--- config.mk ---
export PLATFORM = sky130hd
export DESIGN_NAME = mem_rd_ctrl
export DESIGN_NICKNAME = d
export VERILOG_FILES = /design/src/rtl/mem_rd_ctrl.sv
export SDC_FILE = /design/constraint.sdc
export NUM_CORES = 1
export LEC_CHECK = 0
export ABC_AREA = 1
export BUFFER_PORTS_ARGS = -buffer_cell sky130_fd_sc_hd__buf_2
export CORE_MARGIN = 4
export CORE_UTILIZATION = 44
export DETAILED_ROUTE_END_ITERATION = 16
export GPL_TIMING_DRIVEN = 0
export PLACE_DENSITY = 0.74
export SYNTH_ARGS = -nofsm -noshare
export SYNTH_HDL_FRONTEND = slang
export SYNTH_SLANG_ARGS = --single-unit
--- constraint.sdc ---
create_clock -name clk -period 1.32 [get_ports clk]
set_input_delay 0.132 -clock clk [delete_from_list [all_inputs] [get_ports clk]]
set_output_delay 0.132 -clock clk [all_outputs]
set_load 0.03 [all_outputs]
--- src/rtl/mem_rd_ctrl.sv ---
// mem_rd_ctrl: streams num_row consecutive SRAM rows into a systolic array.
// It tracks each row through the array and signals completion when the
// last partial-sum row has left the array.
//
// Read data timing: mem_rd_en/mem_rd_addr are registered. The row for a
// read is sampled from mem_rd_data on the RD_LATENCY-th rising edge after
// the read strobe is launched. It is then presented on array_in_data with
// array_in_valid RD_LATENCY cycles after the strobe cycle.
module mem_rd_ctrl #(
  parameter int DATA_WIDTH = 16,
  parameter int ADDR_WIDTH = 8,
  parameter int ARRAY_DIM  = 8,
  parameter int RD_LATENCY = 1,
  parameter int PIPE_LAT   = 2*ARRAY_DIM-1
) (
  input  logic                            clk,
  input  logic                            rstn,
  input  logic                            start,
  input  logic [DATA_WIDTH-1:0]           num_row,
  input  logic [ADDR_WIDTH-1:0]           base_addr,
  output logic                            mem_rd_en,
  output logic [ADDR_WIDTH-1:0]           mem_rd_addr,
  input  logic [ARRAY_DIM*DATA_WIDTH-1:0] mem_rd_data,
  output logic                            array_in_valid,
  output logic [ARRAY_DIM*DATA_WIDTH-1:0] array_in_data,
  output logic                            sys_done,
  output logic                            busy,
  output logic                            rd_done
);

  localparam int ROW_W = ARRAY_DIM*DATA_WIDTH;

  // Selects the final stage of the array-latency line. That stage drives
  // sys_done directly, so it is excluded from the "still in flight" test.
  localparam logic [PIPE_LAT-1:0] SYS_LAST_MASK = PIPE_LAT'(1) << (PIPE_LAT-1);

  typedef enum logic [1:0] {IDLE, READ, DRAIN} state_t;

  state_t                  state_q;
  logic [DATA_WIDTH-1:0]   rowCnt_q;
  logic [ADDR_WIDTH-1:0]   rdAddr_q;
  logic [RD_LATENCY-1:0]   rdLine_q;
  logic                    busy_q;
  logic                    rdDone_q;
  logic                    aivValid_q;
  logic [ROW_W-1:0]        aivData_q;
  logic [PIPE_LAT-1:0]     sysLine_q;
  logic                    pipeIdle;

  // Nothing upstream of the final sys_done stage is still carrying a row.
  // In DRAIN, this means the last sys_done is high now, or already past.
  assign pipeIdle = (rdLine_q == '0) && !aivValid_q &&
                    ((sysLine_q & ~SYS_LAST_MASK) == '0);

  // Control FSM. It launches reads, shifts the read-latency line (bit 0 is
  // the read strobe) and reports job completion.
  always_ff @(posedge clk or negedge rstn) begin
    if (!rstn) begin
      state_q  <= IDLE;
      rowCnt_q <= '0;
      rdAddr_q <= '0;
      rdLine_q <= '0;
      busy_q   <= 1'b0;
      rdDone_q <= 1'b0;
    end else begin
      rdDone_q <= 1'b0;
      for (int i = 1; i < RD_LATENCY; i++) begin
        rdLine_q[i] <= rdLine_q[i-1];
      end
      case (state_q)
        IDLE: begin
          if (start && !rdDone_q) begin
            if (num_row != '0) begin
              rowCnt_q    <= num_row;
              rdAddr_q    <= base_addr;
              rdLine_q[0] <= 1'b1;
              busy_q      <= 1'b1;
              state_q     <= READ;
            end else begin
              rdDone_q <= 1'b1;
            end
          end
        end
        READ: begin
          if (rowCnt_q == DATA_WIDTH'(1)) begin
            rdLine_q[0] <= 1'b0;
            state_q     <= DRAIN;
          end else begin
            rowCnt_q <= rowCnt_q - DATA_WIDTH'(1);
            rdAddr_q <= rdAddr_q + ADDR_WIDTH'(1);
          end
        end
        DRAIN: begin
          if (pipeIdle) begin
            rdDone_q <= 1'b1;
            busy_q   <= 1'b0;
            state_q  <= IDLE;
          end
        end
        default: state_q <= IDLE;
      endcase
    end
  end

  // Array-side datapath: registers the returned row, then delays its valid
  // flag by the array latency to produce sys_done.
  always_ff @(posedge clk or negedge rstn) begin
    if (!rstn) begin
      aivValid_q <= 1'b0;
      aivData_q  <= '0;
      sysLine_q  <= '0;
    end else begin
      aivValid_q <= rdLine_q[RD_LATENCY-1];
      if (rdLine_q[RD_LATENCY-1]) begin
        aivData_q <= mem_rd_data;
      end
      sysLine_q[0] <= aivValid_q;
      for (int i = 1; i < PIPE_LAT; i++) begin
        sysLine_q[i] <= sysLine_q[i-1];
      end
    end
  end

  assign mem_rd_en      = rdLine_q[0];
  assign mem_rd_addr    = rdAddr_q;
  assign array_in_valid = aivValid_q;
  assign array_in_data  = aivData_q;
  assign sys_done       = sysLine_q[PIPE_LAT-1];
  assign busy           = busy_q;
  assign rd_done        = rdDone_q;

endmodule

==> results.txt <==
RSZ-0062 raised after global routing: yes
FILL cells: 1,074
slack of the critical path: -212 ps
share of layout cells above drive strength 1: 0.528
initial antenna violation count: 1
biggest area consumer among synthesized cells: dfrtp_1
Vias/cell: 4.94
CP startpoint kind: register
Setup Slack @ Placement: -213 ps
Slew Viols, Final: 0
initial core utilization: 0.454
# IOs: 296
Fin. Hold Viols: 0
die area: 18,800 µm²
final setup fails: 27
DR DRC count: 0
pwr dens: 964 nW/µm²
number of flops mapped to enable cells by yosys: 0
Max IR drop VDD: 0.000788 V
Syn Inst Count: 621
Core Area: 16,100 µm²
clock power share: 0.466
sequential element share of the synthesized area: 0.592
CP max FO: 8
Die Wd: 137 µm
Max-cap violations: 0
multi-input logic area: 2930 µm²
Vias: 6,564
final hold slack: 33.7 ps
Pwr Total: 11.2 mW
first-pass GRT wire length: 35,500 µm
initial DRC count: 326
register bit total from synthesis: 173
Synth async-reset ratio: 1.00
top-area cell type share of the netlist area: 0.592
vias in the first global route: 6,959
GRT Total Usage: 0.244
Tcrit/Tclk final: 1.16
Reg power frac: 0.472
largest net degree at the start of global routing: 106
Synth Net Count: 779
post-route cell area: 11,600 µm²
die height: 137 µm
largest cells by area after synthesis: dfrtp_1 59%, mux2_2 20%, nand2_1 6.7%
top-count cell post-synth: dfrtp_1
status: finished, violations left
# port buffers: 295
Worst-path clk slew: 70 ps
Sw Ratio: 0.219
final net count: 1,257
Seq. cell area: 4340 µm²
placed wire-length estimate: 14,400 µm
Mapped Area: 7320 µm²
TritonCTS clock tree: yes
Site Rows: 46
Clock Skews: 11.1 ps
failing checks: setup timing
WL/cell: 17.6 µm
synth unique cells: 24
synth cell count leaders: 173 x dfrtp_1, 131 x nand2_1, 128 x mux2_2, 41 x nor2_1, 39 x nand3_1
NetSw: 2.46 mW
GRT Residual Overflow: 0
worst setup path class: register to register
P_leak: 6.37 nW
post-route ant nets: 0
CP required: 1630 ps
gp weighted congestion: 0.900
Yosys warning count: 0
Primary FF master, synth: dfrtp_1
drt first pass iters: 5
Mapped Avg Cell Area: 11.8 µm²
R2R cell count: 9
critical path capture point type: register
Bufs on Longest Clock Path: 2
min cycle time layout: 1530 ps
worst hold stages: 5
H-Tree Depth: 4
drt total wl: 23,300 µm
Internal: 8.76 mW
Logic pwr share: 0.062
Area Overhead vs Synth: 59.1%
f_max: 653 MHz
Worst Hold Class: input port to register
WP data arrival: 1840 ps
Slew HR: 0.635
CTS sink cnt: 173
Worst-Skew Late Latency: 420 ps
Worst-Margin Slew: 547 ps
CTS Root Buffer Type: clkbuf_16
TritonCTS buffer count: 17
dpl cell area: 9140 µm²
metal layers:
layer | vias to the layer above | track usage | routed length [µm]
li1 | 3035 | - | -
met1 | 3192 | 0.278 | 8650
met2 | 287 | 0.440 | 12300
met3 | 50 | 0.0592 | 1790
met4 | 0 | 0.0937 | 558
met5 | - | 0 | 0
cell usage in the layout (no fill, tap or decap), types with 3 or more instances in the layout:
cell type      instances
nand4_1                3
buf_12                 3
nand3_2                4
dfrtp_2                9
nand3_1               39
inv_2                  3
nand2_4               10
nor2_2                 9
nand2_1              112
nor2_4                 6
clkbuf_16             19
inv_6                  5
o21ai_2                9
bufinv_16              3
buf_6                 13
o21ai_0               13
nor2_1                35
or2_2                  6
clkinvlp_4             3
mux2_2               128
buf_4                 27
dlygate4sd3_1        132
inv_1                 20
buf_8                  4
nand2_2               17
dfrtp_1              164
buf_2                298
path summary, 6_finish.rpt:
path | startpoint | end | slack, ps
setup / recovery | rowCnt_q[7] | rowCnt_q[14] | -210
hold / removal | base_addr[3] | mem_rd_addr[3] | 30
setup reg to reg | rowCnt_q[7] | rowCnt_q[14] | -210
hold reg to reg | sysLine_q[10] | sysLine_q[11] | 370
max in group asynchronous | rstn | array_in_data[67] | 190
min in group asynchronous | rstn | rowCnt_q[0] | 230
flip-flops by register name, summed over array words and instances (netlist names):
name,cells
array_in_data,128
array_in_valid,1
busy,1
mem_rd_addr,8
mem_rd_en,1
rd_done,1
rowCnt_q,16
state_q,2
sysLine_q,15
cell type report:
type,count,share of cell area
diodes,1,0.000215
clock inverters,13,0.0156
multi-input cells,402,0.252
clock buffers,19,0.0372
inverters,24,0.00795
flip-flops and latches,173,0.373
repair buffers,460,0.271
plain buffers,21,0.0197
well taps,216,0.0232
power groups by stage:
stage	combinational (mW)	clock, mW	sequential, mW
after floorplan	0.0127	0	5.40
after global placement	0.341	0	5.40
after detailed placement	0.360	0	5.40
after CTS	0.676	5.37	5.30
after global routing	0.749	5.59	5.29
final	0.692	5.23	5.30
logic make-up after synthesis:
group                    Yosys count  share of synthesized area
adder cells (fa/ha/maj)            3                    0.00513
AO/OA/AOI/OAI                     26                     0.0233
XOR/XNOR                           1                    0.00120
multiplexers                     128                      0.197
flip-flops                       173                      0.592
AND/OR/NAND/NOR                  243                      0.150
buffers and inverters             47                     0.0318
per-stage QoR:
| step | std cells | TNS, ps | utilization |
|---|---|---|---|
| 6_report | 1329 | -4860 | 0.722 |
| 5_1_grt | 1329 | -6630 | 0.722 |
| 4_1_cts | 1319 | -3180 | 0.705 |
| 3_5_place_dp | 1133 | -19330 | 0.567 |
| 3_3_place_gp | 1132 | -473520 | 0.565 |
| 2_1_floorplan | 621 | -1560 | - |
worst max-delay path: stages (launching register included):
cell and delay [ps]:
dfrtp_1 420, nor2_2 160, nand2_2 100, nor2_2 110, nand2_2 80, nand2_4 130, nand2_8 130, clkbuf_16 190
nand3_2 50, nand2_1 50
what timing repair did:
item	in CTS	in global routing
setup endpoints to repair	128	77
buffers inserted	21	8
hold endpoints to repair	199	0
gates resized for setup	30	47
pin swaps	13	15
hold buffers	132	0
gates cloned	2	2
Power figures use the tool's default switching activity.
